==> src/rtl/stdp_learn_core.sv <==
// Pair-based STDP learning engine: NUM_PRE presynaptic channels onto one postsynaptic neuron.
// Latency: weights update at the edge the triggering spike is sampled; update flags/dt visible the following cycle.
// Backpressure: none; spikes are sampled every edge and the engine never stalls.
module stdp_learn_core #(
    parameter int NUM_PRE   = 5,
    parameter int TIMER_W   = 8,
    parameter int WEIGHT_W  = 8,
    parameter int WINDOW    = 16,
    parameter int A_PLUS    = 8,
    parameter int A_MINUS   = 6,
    parameter int TAU_SHIFT = 2,
    parameter int W_INIT    = 128,
    parameter int SEL_W     = (NUM_PRE > 1) ? $clog2(NUM_PRE) : 1
) (
    input  logic                          clk,
    input  logic                          rst_n,
    input  logic                          learn_en,
    input  logic [NUM_PRE-1:0]            pre_spike,
    input  logic                          post_spike,
    input  logic [SEL_W-1:0]              weight_sel,
    output logic [NUM_PRE*WEIGHT_W-1:0]   weights_flat,
    output logic [WEIGHT_W-1:0]           weight_out,
    output logic                          update_valid,
    output logic [NUM_PRE-1:0]            update_mask,
    output logic signed [TIMER_W:0]       dt_out
);

    localparam logic [TIMER_W-1:0]  T_SAT  = '1;
    localparam logic [TIMER_W-1:0]  T_WIN  = TIMER_W'(WINDOW);
    localparam logic [WEIGHT_W-1:0] W_MAX  = '1;
    localparam logic [WEIGHT_W-1:0] W_RST  = WEIGHT_W'(W_INIT);
    localparam logic [WEIGHT_W-1:0] A_P    = WEIGHT_W'(A_PLUS);
    localparam logic [WEIGHT_W-1:0] A_M    = WEIGHT_W'(A_MINUS);
    localparam logic [TIMER_W:0]    ONE_DT = (TIMER_W+1)'(1);

    // Spike-age timers: all-ones means "no spike seen recently"
    logic [TIMER_W-1:0]        r_t_pre [NUM_PRE];
    logic [TIMER_W-1:0]        r_t_post;
    logic [WEIGHT_W-1:0]       r_w     [NUM_PRE];
    logic signed [TIMER_W:0]   r_dt    [NUM_PRE];
    logic [NUM_PRE-1:0]        r_mask;
    logic                      r_valid;

    logic [NUM_PRE-1:0]        w_ltp;
    logic [NUM_PRE-1:0]        w_ltd;
    logic [NUM_PRE-1:0]        w_upd;
    logic [WEIGHT_W-1:0]       w_d     [NUM_PRE];
    logic [WEIGHT_W:0]         w_sum   [NUM_PRE];
    logic [WEIGHT_W-1:0]       w_w_nxt [NUM_PRE];
    logic [TIMER_W:0]          w_dt_nxt[NUM_PRE];

    // Learning rule: evaluated on this edge's spikes against the pre-edge timer values
    always_comb begin
        for (int i = 0; i < NUM_PRE; i++) begin
            w_ltp[i]    = post_spike & ~pre_spike[i] & (r_t_pre[i] < T_WIN);
            w_ltd[i]    = pre_spike[i] & ~post_spike & (r_t_post < T_WIN);
            w_d[i]      = '0;
            w_sum[i]    = '0;
            w_w_nxt[i]  = r_w[i];
            w_dt_nxt[i] = r_dt[i];
            if (w_ltp[i]) begin
                // Oversized shifts naturally collapse the delta to zero
                w_d[i]      = A_P >> (r_t_pre[i] >> TAU_SHIFT);
                w_sum[i]    = {1'b0, r_w[i]} + {1'b0, w_d[i]};
                w_w_nxt[i]  = w_sum[i][WEIGHT_W] ? W_MAX : w_sum[i][WEIGHT_W-1:0];
                w_dt_nxt[i] = {1'b0, r_t_pre[i]} + ONE_DT;
            end else if (w_ltd[i]) begin
                w_d[i]      = A_M >> (r_t_post >> TAU_SHIFT);
                w_sum[i]    = {1'b0, r_w[i]} - {1'b0, w_d[i]};
                // A borrow into the top bit means the weight went below zero
                w_w_nxt[i]  = w_sum[i][WEIGHT_W] ? '0 : w_sum[i][WEIGHT_W-1:0];
                w_dt_nxt[i] = '0 - ({1'b0, r_t_post} + ONE_DT);
            end
            w_upd[i] = learn_en & (w_d[i] != '0);
        end
    end

    // Timers run regardless of learn_en and saturate instead of wrapping
    always_ff @(posedge clk or negedge rst_n) begin
        if (!rst_n) begin
            for (int i = 0; i < NUM_PRE; i++) r_t_pre[i] <= T_SAT;
            r_t_post <= T_SAT;
        end else begin
            for (int i = 0; i < NUM_PRE; i++) begin
                if (pre_spike[i])           r_t_pre[i] <= '0;
                else if (r_t_pre[i] != T_SAT) r_t_pre[i] <= r_t_pre[i] + 1'b1;
            end
            if (post_spike)             r_t_post <= '0;
            else if (r_t_post != T_SAT) r_t_post <= r_t_post + 1'b1;
        end
    end

    // Weight and per-channel dt storage; only updated channels change
    always_ff @(posedge clk or negedge rst_n) begin
        if (!rst_n) begin
            for (int i = 0; i < NUM_PRE; i++) begin
                r_w[i]  <= W_RST;
                r_dt[i] <= '0;
            end
        end else begin
            for (int i = 0; i < NUM_PRE; i++) begin
                if (w_upd[i]) begin
                    r_w[i]  <= w_w_nxt[i];
                    r_dt[i] <= w_dt_nxt[i];
                end
            end
        end
    end

    // Update flags describe the most recent edge only
    always_ff @(posedge clk or negedge rst_n) begin
        if (!rst_n) begin
            r_mask  <= '0;
            r_valid <= 1'b0;
        end else begin
            r_mask  <= w_upd;
            r_valid <= |w_upd;
        end
    end

    // Readout: flat weight bus plus a select mux that returns zero for unused select codes
    always_comb begin
        weight_out = '0;
        dt_out     = '0;
        for (int i = 0; i < NUM_PRE; i++) begin
            weights_flat[i*WEIGHT_W +: WEIGHT_W] = r_w[i];
            if (weight_sel == SEL_W'(i)) begin
                weight_out = r_w[i];
                dt_out     = r_dt[i];
            end
        end
    end

    assign update_mask  = r_mask;
    assign update_valid = r_valid;

endmodule

==> config.mk <==
export PLATFORM = sky130hd
export DESIGN_NAME = stdp_learn_core
export DESIGN_NICKNAME = d
export VERILOG_FILES = /design/src/rtl/stdp_learn_core.sv
export SDC_FILE = /design/constraint.sdc
export NUM_CORES = 1
export LEC_CHECK = 0
export CELL_PAD_IN_SITES_DETAIL_PLACEMENT = 0
export CELL_PAD_IN_SITES_GLOBAL_PLACEMENT = 1
export CORE_MARGIN = 1.5
export CORE_UTILIZATION = 40
export DETAILED_ROUTE_END_ITERATION = 7
export GPL_ROUTABILITY_DRIVEN = 0
export PLACE_DENSITY = 0.72
export SYNTH_ARGS = -nofsm -noshare
export SYNTH_HDL_FRONTEND = slang
export SYNTH_SLANG_ARGS = --single-unit
==> constraint.sdc <==
create_clock -name clk -period 3.3 [get_ports clk]
set_input_delay 0.825 -clock clk [delete_from_list [all_inputs] [get_ports clk]]
set_output_delay 0.825 -clock clk [all_outputs]
set_load 0.01 [all_outputs]
### Word-level counts from Yosys, hierarchy flattened

Cells that the tools add are included.
Widths: inputs -> output; s select.

| word-level totals | value |
|---|---|
| register bits | 139 |
| bits of input ports | 12 |
| logic and storage cells | 179 |
| output and inout bits | 63 |

| cells by class | value |
|---|---|
| mux-type cells | 62 |
| equality and inequality tests | 10 |
| add/sub/neg operators | 23 |
| magnitude comparators | 6 |
| shift-type cells | 6 |
| bitwise gates (word level) | 31 |
| reductions and logical operators | 23 |

Operators by type and width:

| kind | count |
|---|---|
| $mux 8 | 47 |
| $mux 9 | 15 |
| $add 8x1->9 const B | 6 |
| $add 8x1->8 const B | 6 |
| $lt 8x5->1 const B | 6 |
| $ne 8x8->1 const B | 6 |
| $add 8x8->9 | 5 |
| $sub 8x8->9 | 5 |
| $reduce_bool 8->1 | 5 |
| $shr 4x6->8 const A | 5 |
| $and 1x1->1 | 25 |
| $reduce_bool 2->1 | 11 |
| $reduce_and 2->1 | 5 |
| $sub 1x9->9 const A | 1 |
| $shr 3x6->8 const A | 1 |
| $eq 3x2->1 const B | 2 |
| $not 1->1 | 6 |
| $reduce_or 5->1 | 1 |
| $eq 3x1->1 const B | 1 |
| $eq 3x3->1 const B | 1 |
| $logic_not 3->1 | 1 |

### Longest topological paths before layout

| depth | value |
|---|---|
| depth after elaboration | 8 |
| gate-level depth with buffers | 11 |
| depth with buffers taken out | 10 |

### Least setup slack after synthesis

No wires, ideal clock.

| path | value |
|---|---|
| path kind | register -> register |
| start point | register r_t_post[5] |
| end point | register r_w, in the netlist weights_flat[27] |
| path slack | -67 ps |
| period minus slack after synthesis | 3367 ps |
| arrival | 3243 ps |
| path buffers | 1 |
| setup time | 124 ps |
| stages on the path, launching flop included | 10 |
| data required time | 3176 ps |
| path through | dfstp_2 -> clkbuf_1 -> nor4_1 -> or2b_1 -> or2_2 -> ha_1 -> a211o_1 -> o32ai_2 -> o21ai_0 -> a211o_1 |

| on the way | value |
|---|---|
| longest elaborated chain between the ends | 7 |
| elaborated cells between the ends (all ways) | 13 |
| those cells by class | 1 x add/sub; 1 x order compare; 1 x shift; 5 x mux; 2 x bitwise; 3 x reduce/logical |

Ends and longest elaborated chain:

| element | line | source |
|---|---|---|
| start, declared | 38 | `logic [TIMER_W-1:0] r_t_post;` |
| start signal, assigned | 89 | `else if (r_t_post != T_SAT) r_t_post <= r_t_post + 1'b1;` |
| $lt 8x5->1 | 56 | `w_ltd[i] = pre_spike[i] & ~post_spike & (r_t_post < T_WIN);` |
| $and 1x1->1 | 56 |  |
| $mux 8 | 67 | `end else if (w_ltd[i]) begin` |
| $mux 8 | 61 | `if (w_ltp[i]) begin` |
| $reduce_bool 8->1 | 74 | `w_upd[i] = learn_en & (w_d[i] != '0);` |
| $and 1x1->1 | 74 |  |
| $reduce_and 2->1 (no source line) | n/a |  |
| end signal, assigned by index | 103 | `r_w[i] <= w_w_nxt[i];` |
| end, declared | 39 | `logic [WEIGHT_W-1:0] r_w [NUM_PRE];` |

Parallel ways exist; a longest one is shown, timed or not. The select of a mux whose other input is x is not followed.
A chain may end at the register's enable or synchronous reset.

### Final worst setup path

| path | value |
|---|---|
| start point | input port weight_sel[0] |
| end point | output port weight_out[7] |

| on the way | value |
|---|---|
| longest elaborated chain between the ends | 6 |
| elaborated cells between the ends (all ways) | 10 |
| those cells by class | 4 x eq/ne; 5 x mux; 1 x reduce/logical |

Ends and longest elaborated chain:

| element | line | source |
|---|---|---|
| start, declared | 20 | `input logic [SEL_W-1:0] weight_sel,` |
| $logic_not 3->1 | 127 | `if (weight_sel == SEL_W'(i)) begin` |
| $mux 8 (4 in series) | 127 |  |
| $mux 8 (*) | 127 |  |
| end, declared | 22 | `output logic [WEIGHT_W-1:0] weight_out,` |

Every way passes the cells marked *; elsewhere a longest branch is shown, timed or not.

==> flow_summary_export.csv <==
group,metric,value,unit
status,status,"completed",
pwr,switchingPower,3.10,mW
finish,drive_above_1_share,14.8,%
synthesis,synth.distinct_cells,79,
synthesis,yosys.area.top_type,"dfrtp_1",
finish,layout_common_cells,"nand2_1, dfrtp_1, a21oi_1, nor2_1, buf_4",
global_routing,grt_usage,24.5,%
pwr,power.leakage,4.91,nW
clocking,clk_path_buf_depth,2,
synthesis,synth-main-ff-cell,"dfrtp_1",
synthesis,ys_seq_area_share,37.4,%
finish,instances_no_fill,1499,
setup_path,max_stage_delay,0.41,ns
die,dieHeight,157,µm
pwr,comb_power_share,40.1,%
clocking,postCtsSetupBuffers,0,
synthesis,synth_area_leaders,"dfrtp_1, dfstp_2, ha_1",
clocking,path_clk_slew,0.06,ns
die,start_util,40.6,%
pwr,total_power,7.81,mW
place,placed_cell_area,10900,µm²
setup_path,critPathBufInv,3,
clocking,cts_buffers,17,
pwr,clkPwrFrac,24.2,%
setup_path,critical-path-top-delay-family,"buffers and inverters",
pwr,power_density,683,nW/µm²
route,wl_per_cell,19.1,µm
setup_path,crit_chain,"buf_2 -> buf_4 -> mux2i_1 -> nor2_1 -> a21oi_1 -> o22ai_1 -> dlygate4sd2_1",
sta,setup-violations-final,0,
synthesis,synth-simple-area-share,19.7,%
route,postRouteAntennaNets,0,
global_routing,grt_pass1_wl,46.3,mm
sta,fmax,312,MHz
clocking,cts_tree,"built",
setup_path,cpMaxStageDelayCell,"mux2i_1",
finish,synthToLayoutAreaGrowth,20.5,%
synthesis,synthXorXnorAreaFrac,4.25,%
pwr,vdd_drop_max,0.000313,V
sta,skew,0.00981,ns
die,ios,75,
global_routing,grt_max_degree,67,
die,core_region_area,23300,µm²
place,numPortBuffers,74,
clocking,htreeDepth,4,
clocking,clkSinkCount,139,
synthesis,async_flop_share,100,%
synthesis,synthAdderAreaFrac,7.52,%
synthesis,synth-compound-area-share,23.5,%
sta,hold_viol,0,
pwr,p_int,4.71,mW
synthesis,syn_avg_cell_area,8.79,µm²
synthesis,synth.top_cell.area_share,22.7,%
sta,tightest_slew,0.676,ns
synthesis,ys_warn_count,0,
setup_path,crit_required,2.47,ns
pwr,switching_share,39.7,%
place,dp_cells,1467,
synthesis,synth-edff-count,0,
setup_path,crit_type,"input pin to output pin",
finish,insertedDiodeCount,0,
synthesis,ys_ff_latch,139,
setup_path,path_max_fanout,9,
clocking,hold_buffers,0,
global_routing,grt_pass1_vias,8219,
global_routing,overflow,0,
finish,layout.nets,1230,
die,die-area,24600,µm²
clocking,clock_latency,0.43,ns
setup_path,cp.arrival,2.38,ns
pwr,p_seq_share,35.7,%
route,drt-total-wl,28.6,mm
finish,final_common_cell,"nand2_1",
global_routing,antenna_found_initial,0,
synthesis,netlist_area,9480,µm²
job,maxCapViolCount,0,
finish,fin_area,11400,µm²
synthesis,syn_nets,1142,
route,num_vias,8548,
die,die_w,157,µm
route,drt_pass1_iterations,5,
route,drc,0,
route,routed_via_density,5.70,
sta,fin_crit_sh,97.1,%
sta,period_needed,3.21,ns
min_path,hold_path.class,"input pin to async pin",
place,hpwlAfterDp,21.5,mm
clocking,ctsRootBufferMaster,"clkbuf_16",
sta,whs,0.413,ns
sta,slew_viol_final,0,
synthesis,synth_cells,1079,
synthesis,synth_mux_area_share,3.37,%
route,drt-initial-drc-count,670,
sta,relSlewSlack,54.9,%
sta,rsz0062_at_grt,"no",
synthesis,synth_top_family_by_area,"compound AO/OA/AOI/OAI gates",
setup_path,crit_path_end_kind,"output pin",
setup_path,worstSetupStartpointType,"input pin",
die,row_count,56,
==> synth_stat cells (all sizes together) (10+ instances only) <==
cell / number
nor4: 12
o21a: 23
a211oi: 21
ha: 41
a31oi: 17
and3: 24
nor3b: 11
clkbuf: 55
buf: 19
a21o: 13
and2: 10
a22oi: 17
o211ai: 14
nand3: 49
nor2: 84
dfstp: 53
o21ai: 67
a21oi: 83
o31ai: 10
nand4: 13
fa: 10
nand2: 97
xnor2: 15
dfrtp: 86
o22ai: 21
mux2i: 24
xor2: 31
nor3: 28
inv: 22
==> power groups by stage <==
stage	sequential [mW]	combinational (mW)	clock (mW)
final	2.79	3.13	1.89
after global routing	2.85	3.49	2.01
after CTS	2.78	3.13	1.93
after detailed placement	2.81	3.15	0
after global placement	2.82	3.14	0
after floorplan	2.52	2.02	0
==> worst paths after layout <==
kind                               startpoint                to  slack, ns  cells after the start
worst max-delay path            weight_sel[0]     weight_out[7]       0.09                      7
worst min-delay path                    rst_n  weights_flat[32]       0.41                      1
worst max register to register    r_t_post[4]  weights_flat[14]       0.24                      9
worst min register to register       r_dt[31]          r_dt[31]       0.47                      2
max in group asynchronous               rst_n       r_t_pre[10]       2.04                      2
min in group clk                     r_dt[31]          r_dt[31]       0.47                      2
==> worst reg2reg max path, cell delays in order (launching register included) <==
cell,delay (ns)
dfstp_2,0.38
nor4_4,0.33
or2b_1,0.27
or2_2,0.42
ha_1,0.41
a211o_1,0.30
a2111oi_1,0.47
a41oi_1,0.09
o21ai_0,0.17
o31ai_1,0.09
==> per-layer routing <==
layer  wire, µm  share of wire, %  vias up  GRT usage, %
met5          0                 0        -             0
met4        472               1.6        0          6.67
met3       1500               5.2       33          4.68
met2      13300                46      192          38.5
met1      13400                47     4159          34.3
li1           -                 -     4164             -
==> stage by stage <==
stage               setup slack, ns  TNS, ns  util [%]
floorplan                    0.0647        0         -
global placement             -0.213    -2.86      46.5
detailed placement           -0.182    -2.55      46.5
CTS                          0.0646        0      48.9
global route                0.00631        0      49.0
finish                       0.0949        0      49.0
==> final cells by class <==
type / instances / area [µm²]
clock buffer: 20 / 447
clock inverter: 12 / 124
fill: 2299 / 11900
inverter: 25 / 93.8
multi-input combinational: 841 / 5560
sequential: 139 / 3540
tap: 319 / 399
timing repair buffer: 143 / 1260
==> repair_timing <==
action	CTS	global route
resized for setup	18	6
endpoints found under the setup margin	17	13
pin swaps	0	0
==> sequential cells by signal, indices dropped and copies added (netlist names) <==
register      cells
r_dt             45
r_t_pre          40
weights_flat     40
r_t_post          8
update_mask       5
update_valid      1
==> kinds of logic after synthesis <==
kind of cell,after synthesis
buf+inv,99
compound gates,342
mux,31
xor+xnor,46
fa+ha+maj,51
flops,139
simple gates,371
(Power assumes the default switching activity.)
